<file path="src/rtl/cim_mem_arbiter.sv">
// Single-port temp-result SRAM arbiter for the CIM datapath: one grant per cycle,
// lowest-index priority, writes win over reads, fixed two-cycle read return.
module cim_mem_arbiter #(
    parameter int NUM_SRC = 7,
    parameter int ADDR_W  = 11,
    parameter int DATA_W  = 16
) (
    input  logic                            clk,
    input  logic                            rst,
    input  logic [NUM_SRC-1:0]              read_req_src,
    input  logic [NUM_SRC-1:0]              write_req_src,
    input  logic [NUM_SRC-1:0][ADDR_W-1:0]  addr_table,
    input  logic [NUM_SRC-1:0][DATA_W-1:0]  write_data,
    output logic                            mem_en,
    output logic                            mem_we,
    output logic [ADDR_W-1:0]               mem_addr,
    output logic [DATA_W-1:0]               mem_wdata,
    input  logic [DATA_W-1:0]               mem_rdata,
    output logic [DATA_W-1:0]               rd_data,
    output logic                            rd_valid,
    output logic [NUM_SRC-1:0]              rd_src,
    input  logic                            err_clr,
    output logic                            err_multi_hot,
    output logic                            err_rw_collision
);

    function automatic logic [NUM_SRC-1:0] lowest_bit(input logic [NUM_SRC-1:0] req);
        return req & (~req + NUM_SRC'(1));
    endfunction

    function automatic logic is_multi_hot(input logic [NUM_SRC-1:0] req);
        return (req & (req - NUM_SRC'(1))) != '0;
    endfunction

    logic               wr_any;
    logic               rd_any;
    logic               rd_grant;
    logic               multi_err;
    logic               coll_err;
    logic [NUM_SRC-1:0] wr_sel;
    logic [NUM_SRC-1:0] rd_sel;
    logic [NUM_SRC-1:0] sel;
    logic [ADDR_W-1:0]  grant_addr;
    logic [DATA_W-1:0]  grant_wdata;

    logic               vld_p0;
    logic [NUM_SRC-1:0] src_p0;
    logic               vld_p1;
    logic [NUM_SRC-1:0] src_p1;

    always_comb begin
        wr_any      = |write_req_src;
        rd_any      = |read_req_src;
        wr_sel      = lowest_bit(write_req_src);
        rd_sel      = lowest_bit(read_req_src);
        sel         = wr_any ? wr_sel : rd_sel;
        rd_grant    = rd_any && !wr_any;
        multi_err   = is_multi_hot(read_req_src) || is_multi_hot(write_req_src);
        coll_err    = rd_any && wr_any;
        grant_addr  = '0;
        grant_wdata = '0;
        // sel is one-hot, so an AND-OR mux picks exactly one entry
        for (int i = 0; i < NUM_SRC; i++) begin
            grant_addr  = grant_addr  | (addr_table[i] & {ADDR_W{sel[i]}});
            grant_wdata = grant_wdata | (write_data[i] & {DATA_W{wr_sel[i]}});
        end
    end

    // Stage p0: grant registered onto the SRAM port
    always_ff @(posedge clk or posedge rst) begin
        if (rst) begin
            mem_en    <= 1'b0;
            mem_we    <= 1'b0;
            mem_addr  <= '0;
            mem_wdata <= '0;
            vld_p0    <= 1'b0;
            src_p0    <= '0;
        end else begin
            mem_en <= wr_any || rd_any;
            mem_we <= wr_any;
            vld_p0 <= rd_grant;
            src_p0 <= rd_grant ? rd_sel : '0;
            if (wr_any || rd_any) begin
                mem_addr <= grant_addr;
            end
            if (wr_any) begin
                mem_wdata <= grant_wdata;
            end
        end
    end

    // Stage p1: tag aligned with the SRAM's registered read data
    always_ff @(posedge clk or posedge rst) begin
        if (rst) begin
            vld_p1 <= 1'b0;
            src_p1 <= '0;
        end else begin
            vld_p1 <= vld_p0;
            src_p1 <= src_p0;
        end
    end

    // A new error in the same cycle as err_clr wins over the clear
    always_ff @(posedge clk or posedge rst) begin
        if (rst) begin
            err_multi_hot    <= 1'b0;
            err_rw_collision <= 1'b0;
        end else begin
            err_multi_hot    <= multi_err || (err_multi_hot && !err_clr);
            err_rw_collision <= coll_err || (err_rw_collision && !err_clr);
        end
    end

    assign rd_valid = vld_p1;
    assign rd_src   = src_p1;
    assign rd_data  = mem_rdata;

endmodule

</file>
<file path="config.mk">
export PLATFORM = sky130hd
export DESIGN_NAME = cim_mem_arbiter
export DESIGN_NICKNAME = d
export VERILOG_FILES = /design/src/rtl/cim_mem_arbiter.sv
export SDC_FILE = /design/constraint.sdc
export NUM_CORES = 1
export LEC_CHECK = 0
export ABC_CLOCK_PERIOD_IN_PS = 2000
export BUFFER_PORTS_ARGS = -buffer_cell sky130_fd_sc_hd__buf_2
export CAP_MARGIN = 20
export CORE_AREA = 4 4 106 108
export DETAILED_ROUTE_END_ITERATION = 8
export DIE_AREA = 0 0 110 112
export GPL_TIMING_DRIVEN = 1
export PLACE_DENSITY = 0.69
export SETUP_SLACK_MARGIN = 0.5
export SLEW_MARGIN = 10
export SYNTH_ARGS = -nofsm -noshare
export SYNTH_HDL_FRONTEND = slang
export SYNTH_SLANG_ARGS = --single-unit
</file>
<file path="constraint.sdc">
create_clock -name clk -period 2 [get_ports clk]
set_input_delay 0.4 -clock clk [delete_from_list [all_inputs] [get_ports clk]]
set_output_delay 0.4 -clock clk [all_outputs]
set_load 0.02 [all_outputs]
</file>
-- Word level (Yosys, flattened, before mapping)
Cells that the tools add are included.
- flip-flop bits (word level): 47
- input port bits: 222
- add/subtract/negate cells: 4
- mux-type cells: 2
- bitwise logic cells: 32
- reductions and logical operators: 14
- operators by type and width (cell ; number):
    16-bit AND ; 7
    16-bit OR ; 6
    11-bit AND ; 7
    11-bit OR ; 6
    7-bit AND ; 4
    7-bit by 1-bit adder with 7-bit output (second input constant) ; 2
    7-bit 2-to-1 mux ; 2
    7-bit inverter ; 2
    7-bit nonzero test ; 2
    7-bit OR reduction ; 2
    7-bit by 1-bit subtractor with 7-bit output (second input constant) ; 2
    1-bit logical AND ; 4
    1-bit logical OR ; 4
    1-bit zero test ; 2

-- Longest topological paths before layout
Gate-level depths: netlist of run 1.
- word-level depth: 11
- gate-level depth with buffers: 8

-- Worst setup path before layout of run 1
No wires, ideal clock.
- kind: input to register
- start point: input read_req_src[0]
- end point: register mem_addr[1]
- setup time: 131 ps
- data arrival time: 1619 ps
- data required time: 1869 ps
- slack: 250 ps
- stages on the path: 6
- buffers on the path: 1
- cell sequence: or4_4 -> nor4_4 -> nand2_1 -> clkbuf_8 -> nor2_1 -> a31oi_1
- longest elaborated chain between the ends: 11
- elaborated cells on any way between the ends: 19
- classes of those cells: add/sub (1); mux (1); bitwise (15); reduce/logical (2)
- ends and longest elaborated chain (what ; RTL line ; RTL):
    start, declared ; 10 ; input logic [NUM_SRC-1:0] read_req_src,
    7-bit inverter ; 28 ; return req & (~req + NUM_SRC'(1));
    7-bit by 1-bit adder with 7-bit output ; 28 ;
    7-bit AND ; 28 ;
    7-bit 2-to-1 mux ; 56 ; sel = wr_any ? wr_sel : rd_sel;
    11-bit AND ; 64 ; grant_addr = grant_addr | (addr_table[i] & {ADDR_W{sel[i]}});
    11-bit OR (6 in a row) ; 64 ;
    end signal, assigned ; 84 ; mem_addr <= grant_addr;
    end, declared ; 16 ; output logic [ADDR_W-1:0] mem_addr,
Several ways; a longest one is shown, not always the timed one.
A chain may end at the register's enable or synchronous reset.

-- Worst setup path in the final report of run 1
- start point: input read_req_src[2]
- end point: register mem_addr[0]
- longest elaborated chain between the ends: 10
- elaborated cells on any way between the ends: 16
- classes of those cells: add/sub (1); mux (1); bitwise (12); reduce/logical (2)
- ends and longest elaborated chain (what ; RTL line):
    7-bit inverter ; 28
    7-bit by 1-bit adder with 7-bit output ; 28
    7-bit AND ; 28
    7-bit 2-to-1 mux ; 56
    11-bit AND ; 64
    11-bit OR (5 in a row) ; 64
Several ways; a longest one is shown, not always the timed one.

==> flow_metrics.tcl, run 1 <==
set metrics [dict create \
    path_class "input port to register" \
    ios 277 \
    synth.distinct_cells 41 \
    initialDrtViolationCount 361 \
    antenna_found_initial 0 \
    num_antenna_cells 0 \
    die_h_um 112 \
    via_per_inst 5.65 \
    dieArea_um2 12300 \
    synth_compound_area_share_pct 32.3 \
    timing.rr.start "err_multi_hot" \
    synth-edff-count 0 \
    wl_met2_um 7860 \
    cts_tree "done" \
    dr.pass1.iters 5 \
    yosysSeqAreaShare_pct 35.7 \
    cts.htree.levels 2 \
    fmax_mhz 585 \
    nNetsFinal 856 \
    fillers 945 \
    arrival_ns 1.95 \
    port_buffers 244 \
    r2r_slack_ns 0.88 \
    worst_hold_slack_ns 0.137 \
    reg2reg_to "err_multi_hot" \
    layout_common_cells "buf_2, nor2_1, dfrtp_1, nand2_1, buf_4" \
    ant_nets 0 \
    critPathLaunch "read_req_src[2]" \
    synth_simple_gate_area_share_pct 20.9 \
    drcViolationCount 0 \
    synth_cells 390 \
    wl_met3_um 1380 \
    synthXorXnorAreaFrac_pct 0 \
    grt_pass1_wl_um 22900 \
    setup_tns_ns 0 \
    ys.flop_type "dfrtp_1" \
    ys_ff_latch 47 \
    grt_usage_pct 23.9 \
    syn_area_um2 3290 \
    maxSlewViolCount 0 \
    final_util_pct 52.6 \
    tightest_slew_ns 0.835 \
    highest_layer "met4" \
    synth_top_family_by_area "compound AO/OA/AOI/OAI gates" \
    grt_max_degree 33 \
    start_util_pct 32.2 \
    drive_gt1_share_pct 55.1 \
    hold_path_class "input port to async pin" \
    powerDensity_nw_per_um2 492 \
    cts_max_path_buffers 2 \
    cts_inserted_buffers 5 \
    synth_adder_area_share_pct 0.912 \
    min_period_ns 1.71 \
    syn_to_final_growth_pct 63.3 \
    insertion_delay_ns 0.31 \
    hpwl_um 11500 \
    worst_ir_drop_vdd_v 0.000282 \
    gp_congestion 0.856 \
    hold_viol 0 \
    finalSetupViolations 0 \
    synth_fp_nets 612 \
    hold_buffers 0 \
    async_flop_share_pct 100 \
    grt_pass1_vias 4431 \
    chipWidth_um 110 \
    start_kind "input port" \
    via_count 4358 \
    synthMuxAreaShare_pct 0 \
    rr_worst_depth 3 \
    total_power_mw 2.65 \
    p_leak_nw 2.56 \
    routed_wl_um 15700 \
    wire_per_inst_um 20.4 \
    status "complete, no violations" \
    path_clk_slew_ns 0.11 \
    critPathMaxFanout 5 \
    cts.sinks 47 \
    cts_root_buf "clkbuf_8" \
    period_share_pct 85.4 \
    crit_path_end_kind "register" \
    skew_ns 0.0169 \
    core-area_um2 10200 \
    grt_overflow_total 0 \
    met1Wirelength_um 5970 \
    rows 37 \
    syn_area_per_cell_um2 8.45 \
    maxCapViolCount 0 \
    final_common_cell "buf_2" \
    rsz0062_at_grt "true" \
    crit_required_ns 2.24 \
    yosys_warnings 0 \
    slew-limit-headroom_pct 44.3 \
]
-- timing repair --
| item | in CTS | in global routing |
|---|---|---|
| cloned | 4 | 0 |
| pin swaps | 13 | 25 |
| setup endpoints to repair | 31 | 33 |
| gates resized for setup | 33 | 37 |
| setup buffers | 13 | 4 |
-- layout make-up --
type / count / area, um^2 / area share [%]
Clock inverter: 3 / 67.6 / 1.26
Inverter: 4 / 18.8 / 0.349
Sequential cell: 47 / 1180 / 21.9
Clock buffer: 5 / 68.8 / 1.28
Tap cell: 136 / 170 / 3.16
Multi-Input combinational cell: 286 / 2090 / 38.8
Timing Repair Buffer: 290 / 1790 / 33.3
-- synthesized netlist by cell type, types with 2 or more instances --
cell / number / area [um^2]
buf_2: 5 / 25.0
inv_1: 4 / 15.0
nor3_1: 15 / 75.1
a22oi_1: 27 / 203
and3_1: 16 / 100
nor2b_1: 2 / 12.5
a221oi_1: 32 / 280
clkbuf_8: 3 / 41.3
and2_1: 4 / 25.0
clkbuf_1: 23 / 86.3
nor3b_1: 2 / 15.0
o22ai_1: 12 / 75.1
a32o_1: 11 / 110
buf_6: 3 / 33.8
buf_1: 2 / 7.51
nor2_1: 52 / 195
a31oi_1: 28 / 175
dfrtp_1: 47 / 1180
a31o_2: 2 / 17.5
maj3_1: 3 / 30.0
buf_4: 16 / 120
a2bb2oi_1: 11 / 96.3
nand2_1: 40 / 150
a21oi_1: 13 / 65.1
-- through the flow --
| stage | std cells | area, um^2 | setup slack (ns) |
|---|---|---|---|
| 6_report | 771 | 5380 | 0.292 |
| 5_1_grt | 771 | 5380 | 0.214 |
| 4_1_cts | 767 | 5130 | 0.269 |
| 3_5_place_dp | 742 | 4650 | -0.253 |
| 3_3_place_gp | 742 | 4650 | -0.128 |
| 2_1_floorplan | 390 | 3370 | 0.251 |
-- flip-flops by register name, indices dropped and copies added (netlist names) --
| signal | cells |
|---|---|
| src_p0 | 7 |
| rd_src | 7 |
| vld_p0 | 1 |
| mem_we | 1 |
| rd_valid | 1 |
| mem_addr | 11 |
| mem_en | 1 |
| mem_wdata | 16 |
| err_multi_hot | 1 |
| err_rw_collision | 1 |
-- how the worst max path moves through the flow --
stage,endpoint,slack [ns],cells after the start
detailed placement,mem_addr[10],-0.25,7
finish,mem_addr[0],0.29,9
floorplan,mem_addr[1],0.25,6
global placement,mem_addr[2],-0.13,9
CTS,mem_addr[10],0.27,9
global route,mem_addr[9],0.21,9
-- critical path, stage by stage --
cell       delay (ns)
buf_8            0.10
or4_4            0.56
nor4_4           0.16
buf_6            0.17
buf_12           0.10
buf_16           0.11
a21oi_2          0.03
a2bb2oi_1        0.16
a31oi_1          0.16
-- per-layer routing --
layer,track usage (%),up-vias
li1,-,1979
met1,29.4,2067
met2,40.5,255
met3,4.87,57
met4,8.89,0
met5,0,-
-- logic make-up (layout without fill, tap and decap cells) --
logic type,after synthesis,in the layout
compound gates,141,141
buf+inv,57,302
flops,47,47
fa+ha+maj,3,3
simple gates,142,142
-- where the power goes --
group,leakage [nW],internal [mW],switching [mW]
Sequential,0.585,1.01,0.0329
Combinational,1.91,0.357,0.407
Clock,0.0644,0.499,0.346
Power figures use the tool's default switching activity.
==> run 2, diff against run 1 <==
--- a/config.mk
+++ b/config.mk
@@ -5,14 +5,14 @@
 export SDC_FILE = /design/constraint.sdc
 export NUM_CORES = 1
 export LEC_CHECK = 0
-export ABC_CLOCK_PERIOD_IN_PS = 2000
+export ABC_CLOCK_PERIOD_IN_PS = 2200
 export BUFFER_PORTS_ARGS = -buffer_cell sky130_fd_sc_hd__buf_2
 export CAP_MARGIN = 20
-export CORE_AREA = 4 4 106 108
+export CORE_AREA = 4 4 105 107
 export DETAILED_ROUTE_END_ITERATION = 8
-export DIE_AREA = 0 0 110 112
+export DIE_AREA = 0 0 109 111
 export GPL_TIMING_DRIVEN = 1
-export PLACE_DENSITY = 0.69
+export PLACE_DENSITY = 0.7
 export SETUP_SLACK_MARGIN = 0.5
 export SLEW_MARGIN = 10
 export SYNTH_ARGS = -nofsm -noshare
==> constraint.sdc (replaced) <==
create_clock -name clk -period 2.2 [get_ports clk]
set_input_delay 0.44 -clock clk [delete_from_list [all_inputs] [get_ports clk]]
set_output_delay 0.44 -clock clk [all_outputs]
set_load 0.02 [all_outputs]
==> run 2 against run 1 <==
Sequential power down 9%. Register-to-register slack better by 0.16 ns. Flip-flop and latch count unchanged. Cell count down 1.8%. Count of clock-buffer cells in the layout up 1. Sequential share of layout area up 1.9 points. Via count down 0.71%. Utilization down 3.9 points.
==> flow_metrics.tcl, run 2 (synthesis gave the netlist of run 1 again) <==
set metrics [dict create \
    status "complete, no violations" \
    rsz0062_at_grt "true" \
    p_leak_nw 2.40 \
    cts.sinks 47 \
    finalSetupViolations 0 \
    path_class "input port to register" \
    insertion_delay_ns 0.30 \
    cts.htree.levels 2 \
    min_period_ns 1.71 \
    regMostFlops "mem_wdata" \
    wire_per_inst_um 19.6 \
    cp_top_family "simple AND/OR/NAND/NOR gates" \
    dieArea_um2 12100 \
    fin_cells 757 \
    drive_gt1_share_pct 51.7 \
    pwr-share-clk_pct 26.8 \
    core-area_um2 10100 \
    reg_top3 "mem_wdata x16, mem_addr x11" \
    gp_congestion 0.909 \
    syn_to_final_growth_pct 50.0 \
    die_h_um 111 \
    grt_max_degree 33 \
    reg2reg_to "err_multi_hot" \
    final_common_cell "buf_2" \
    pwr-share-seq_pct 43.3 \
    path_cells "buf_8 > or4_4 > nor4_4 > buf_6 > buf_12 > a21oi_2 > a2bb2oi_1 > a31oi_1" \
    grt_usage_pct 23.2 \
    grt_pass1_wl_um 22200 \
    crit_buf_inv 3 \
    antenna_found_initial 0 \
    cts_root_buf "clkbuf_8" \
    worst_hold_slack_ns 0.162 \
    period_share_pct 77.8 \
    placed_cell_area_um2 4580 \
    nNetsFinal 842 \
    routed_wl_um 14900 \
    timing.rr.start "err_multi_hot" \
    powerDensity_nw_per_um2 440 \
    cts_inserted_buffers 5 \
    chipWidth_um 109 \
    r2r_slack_ns 1.04 \
    hold_viol 0 \
    slowest_delay_ns 0.55 \
    crit_path_end_kind "register" \
    via_count 4327 \
    start_util_pct 32.5 \
    p_sw_mw 0.704 \
    port_buffers 244 \
    fmax_mhz 584 \
    slew-limit-headroom_pct 65.5 \
    rows 37 \
    largest_reg_flops 16 \
    layout_setup_ws_ns 0.489 \
    layout_common_cells "buf_2, nor2_1, dfrtp_1, nand2_1, a221oi_1" \
    skew_ns 0.00788 \
    arrival_ns 1.94 \
    tightest_slew_ns 0.516 \
    fillers 1008 \
    netSwitchingFraction_pct 32.4 \
    p_int_mw 1.47 \
    cts_max_path_buffers 2 \
    preCtsSetupSlack_ns -0.0337 \
    start_kind "input port" \
    grt_pass1_vias 4245 \
    via_per_inst 5.72 \
    slowest_stage "or4_4" \
    critPathMaxFanout 6 \
    pwr-share-comb_pct 29.9 \
    hold_path_class "input port to async pin" \
    post-route-cell-area_um2 4940 \
    cts_tree "done" \
    maxCapViolCount 0 \
    worst_ir_drop_vdd_v 0.000229 \
    num_antenna_cells 0 \
    grt_overflow_total 0 \
    maxSlewViolCount 0 \
    crit_required_ns 2.43 \
    rr_worst_depth 3 \
    ios 277 \
    path_clk_slew_ns 0.10 \
    drcViolationCount 0 \
    ant_nets 0 \
    hold_buffers 0 \
    initialDrtViolationCount 260 \
    hpwl_um 11500 \
    dp.cells 740 \
    dr.pass1.iters 5 \
]
run 2: what timing repair did:
item	CTS	global route
cloned	1	0
gates resized for setup	30	21
pin swaps	13	8
endpoints found under the setup margin	29	23
setup buffers	4	4
run 2: worst reg2reg max path: cells and delay by family, from the launching register on:
family          cells  cell delay, ns
flops               1            0.39
compound gates      2            0.49
simple gates        1            0.14
run 2: cell type report:
cell class | count | area, um^2 | share of cell area, %
timing repair buffer | 276 | 1540 | 31.2
multi-input combinational | 286 | 1940 | 39.2
sequential | 47 | 1180 | 23.8
inverter | 4 | 15.0 | 0.304
tap | 136 | 170 | 3.44
clock buffer | 6 | 82.6 | 1.67
clock inverter | 2 | 16.3 | 0.329
run 2: how the worst max path moves through the flow:
stage / cells after the start / slack [ns] / startpoint / end
detailed placement: 6 / -0.03 / read_req_src[0] / mem_addr[1]
finish: 8 / 0.49 / read_req_src[2] / mem_addr[9]
global placement: 6 / 0.03 / read_req_src[0] / mem_addr[8]
global route: 9 / 0.45 / write_req_src[2] / mem_addr[1]
floorplan: 6 / 0.41 / read_req_src[0] / mem_addr[1]
CTS: 8 / 0.46 / read_req_src[1] / mem_addr[1]
run 2: metal layers:
metal  GRT usage (%)  wire length (um)  vias up  share of wire [%]
met5               0                 0        -                  0
met4            8.16               445        0                3.0
met3            5.36              1450       43                9.8
met2            38.2              7520      286                 51
met1            29.2              5460     2053                 37
li1                -                 -     1945                  -
run 2: power groups by stage:
stage / clock network [mW] / logic, mW / registers (mW)
6_report: 0.583 / 0.650 / 0.943
5_1_grt: 0.641 / 0.700 / 0.950
4_1_cts: 0.603 / 0.632 / 0.943
3_5_place_dp: 0 / 0.614 / 0.959
3_3_place_gp: 0 / 0.606 / 0.958
2_1_floorplan: 0 / 0.255 / 1.02
run 2: stage by stage:
stage / total power, mW / TNS (ns) / util (%)
after global placement: 1.56 / 0 / 45.1
after global routing: 2.29 / 0 / 48.7
final: 2.18 / 0 / 48.7
after floorplan: 1.28 / 0 / -
after detailed placement: 1.57 / -0.125 / 45.1
after CTS: 2.18 / 0 / 47.6
==> run 3, diff against run 2 <==
--- a/config.mk
+++ b/config.mk
@@ -5,14 +5,14 @@
 export SDC_FILE = /design/constraint.sdc
 export NUM_CORES = 1
 export LEC_CHECK = 0
-export ABC_CLOCK_PERIOD_IN_PS = 2200
+export ABC_CLOCK_PERIOD_IN_PS = 1400
 export BUFFER_PORTS_ARGS = -buffer_cell sky130_fd_sc_hd__buf_2
 export CAP_MARGIN = 20
 export CORE_AREA = 4 4 105 107
 export DETAILED_ROUTE_END_ITERATION = 8
 export DIE_AREA = 0 0 109 111
 export GPL_TIMING_DRIVEN = 1
-export PLACE_DENSITY = 0.7
+export PLACE_DENSITY = 0.73
 export SETUP_SLACK_MARGIN = 0.5
 export SLEW_MARGIN = 10
 export SYNTH_ARGS = -nofsm -noshare
==> constraint.sdc (replaced) <==
create_clock -name clk -period 1.4 [get_ports clk]
set_input_delay 0.28 -clock clk [delete_from_list [all_inputs] [get_ports clk]]
set_output_delay 0.28 -clock clk [all_outputs]
set_load 0.02 [all_outputs]
==> run 3 against run 2 <==
Final area increased by 35%. Power grew 87%. Critical path depth rose by 1. First-iteration DRC count increased by 45%. Sequential power up 60%. Clock power rose by 84%. Sequential share of layout area fell by 6.2 points. Global-route usage is 4.4 points higher. Wire length grew 23%. Non-clock buffer count rose by 79. The run now ends with negative setup slack left. Largest cell class is now non-clock buffers. Worst setup slack lost 0.64 ns.
==> flow_metrics.tcl, run 3 (synthesis gave the netlist of run 1 again) <==
set metrics [dict create \
    status "finished, violations left" \
    violations "negative setup slack" \
    min_period_ns 1.55 \
    hold_buffers 0 \
    port_buffers 244 \
    grt_pass1_wl_um 25900 \
    crit_path_end_kind "register" \
    preCtsSetupSlack_ns -0.503 \
    ios 277 \
    worst_hold_slack_ns 0.0245 \
    chipWidth_um 109 \
    cts_max_path_buffers 2 \
    rows 37 \
    core-area_um2 10100 \
    initialDrtViolationCount 378 \
    cts_tree "done" \
    cts_inserted_buffers 5 \
    cts.sinks 47 \
    reg_top3 "mem_wdata x16, mem_addr x11" \
    maxSlewViolCount 0 \
    ant_nets 0 \
    start_util_pct 32.5 \
    hold_viol 0 \
    regMostFlops "mem_wdata" \
    drcViolationCount 0 \
    fmax_mhz 643 \
    via_count 4818 \
    maxCapViolCount 0 \
    start_kind "input port" \
    via_per_inst 5.74 \
    worst_ir_drop_vdd_v 0.000345 \
    grt_pass1_vias 5057 \
    slew-limit-headroom_pct 64.2 \
    dr.pass1.iters 5 \
    slowest_delay_ns 0.32 \
    path_cells "buf_6 > buf_4 > nor4_2 > buf_4 > a31oi_1 > and2b_2 > buf_12 > a2bb2oi_2 > a31oi_1" \
    path_class "input port to register" \
    dieArea_um2 12100 \
    wire_per_inst_um 21.8 \
    total_power_mw 4.07 \
    hpwl_um 11900 \
    arrival_ns 1.78 \
    critPathMaxFanout 11 \
    crit_buf_inv 4 \
    slowest_stage "nor4_2" \
    layout_setup_ws_ns -0.155 \
    finalSetupViolations 17 \
    gp_congestion 0.919 \
    cts.htree.levels 2 \
    path_clk_slew_ns 0.11 \
    skew_ns 0.0151 \
    grt_usage_pct 27.6 \
    grt_max_degree 48 \
    insertion_delay_ns 0.31 \
    antenna_found_initial 1 \
    layout_common_cells "buf_2, buf_4, buf_6, dfrtp_1, nand2_1" \
    crit_required_ns 1.62 \
    routed_wl_um 18300 \
    p_leak_nw 3.08 \
    r2r_slack_ns 0.05 \
    largest_reg_flops 16 \
    die_h_um 111 \
    drive_gt1_share_pct 66.2 \
    cp_top_family "simple AND/OR/NAND/NOR gates" \
    nNetsFinal 923 \
    powerDensity_nw_per_um2 608 \
    hold_path_class "input port to async pin" \
    period_share_pct 111 \
    syn_to_final_growth_pct 103 \
    cts_root_buf "clkbuf_8" \
    tightest_slew_ns 0.538 \
    rsz0062_at_grt "true" \
    grt_overflow_total 0 \
    final_common_cell "buf_2" \
]
-- run 3: worst paths after layout --
| kind | start | endpoint | cells past startpoint |
|---|---|---|---|
| min | rst | src_p0[1] | 3 |
| max in group asynchronous | rst | mem_addr[2] | 3 |
| min in group clk | err_clr | err_rw_collision | 2 |
| max reg2reg | err_multi_hot | err_multi_hot | 3 |
| max | read_req_src[0] | mem_addr[3] | 9 |
| min reg2reg | src_p0[2] | rd_src[2] | 0 |
-- run 3: tightest hold or removal path: cells and delay by family --
family                 cells  cell delay [ns]
buffers and inverters      3             0.46
-- run 3: stage by stage --
stage | area (um^2) | TNS (ns) | cells | utilization [%]
2_1_floorplan | 3570 | -2.44 | 390 | -
3_3_place_gp | 5050 | -10.53 | 764 | 49.9
3_5_place_dp | 5050 | -11.92 | 764 | 49.9
4_1_cts | 6240 | -1.47 | 818 | 61.6
5_1_grt | 6690 | -2.42 | 839 | 66.0
6_report | 6690 | -1.59 | 839 | 66.0
-- run 3: area by class of cell --
| type | count | area [um^2] |
|---|---|---|
| fill | 754 | 3450 |
| timing repair buffer | 355 | 2820 |
| multi-input combinational | 286 | 2340 |
| sequential | 47 | 1180 |
| tap | 136 | 170 |
| clock buffer | 5 | 68.8 |
| clock inverter | 3 | 46.3 |
| inverter | 4 | 35.0 |
| timing repair inverter | 2 | 25.0 |
| antenna | 1 | 2.50 |
-- run 3: what timing repair did --
| item | CTS | global route |
|---|---|---|
| gates cloned | 9 | 1 |
| pin swaps | 25 | 14 |
| setup buffers | 37 | 19 |
| setup endpoints to repair | 78 | 78 |
| gates resized for setup | 156 | 55 |
-- run 3: per-layer routing --
layer	global-route usage [%]	up-vias	routed length, um
met3	4.66	81	1520
met1	29.4	2276	6430
li1	-	2119	-
met2	50.9	342	9390
met4	14.0	0	923
met5	0	-	0
-- run 3: report_power, final --
group	internal, mW	switching (mW)	total [mW]
clock	0.539	0.534	1.07
combinational	0.790	0.699	1.49
sequential	1.44	0.0687	1.51
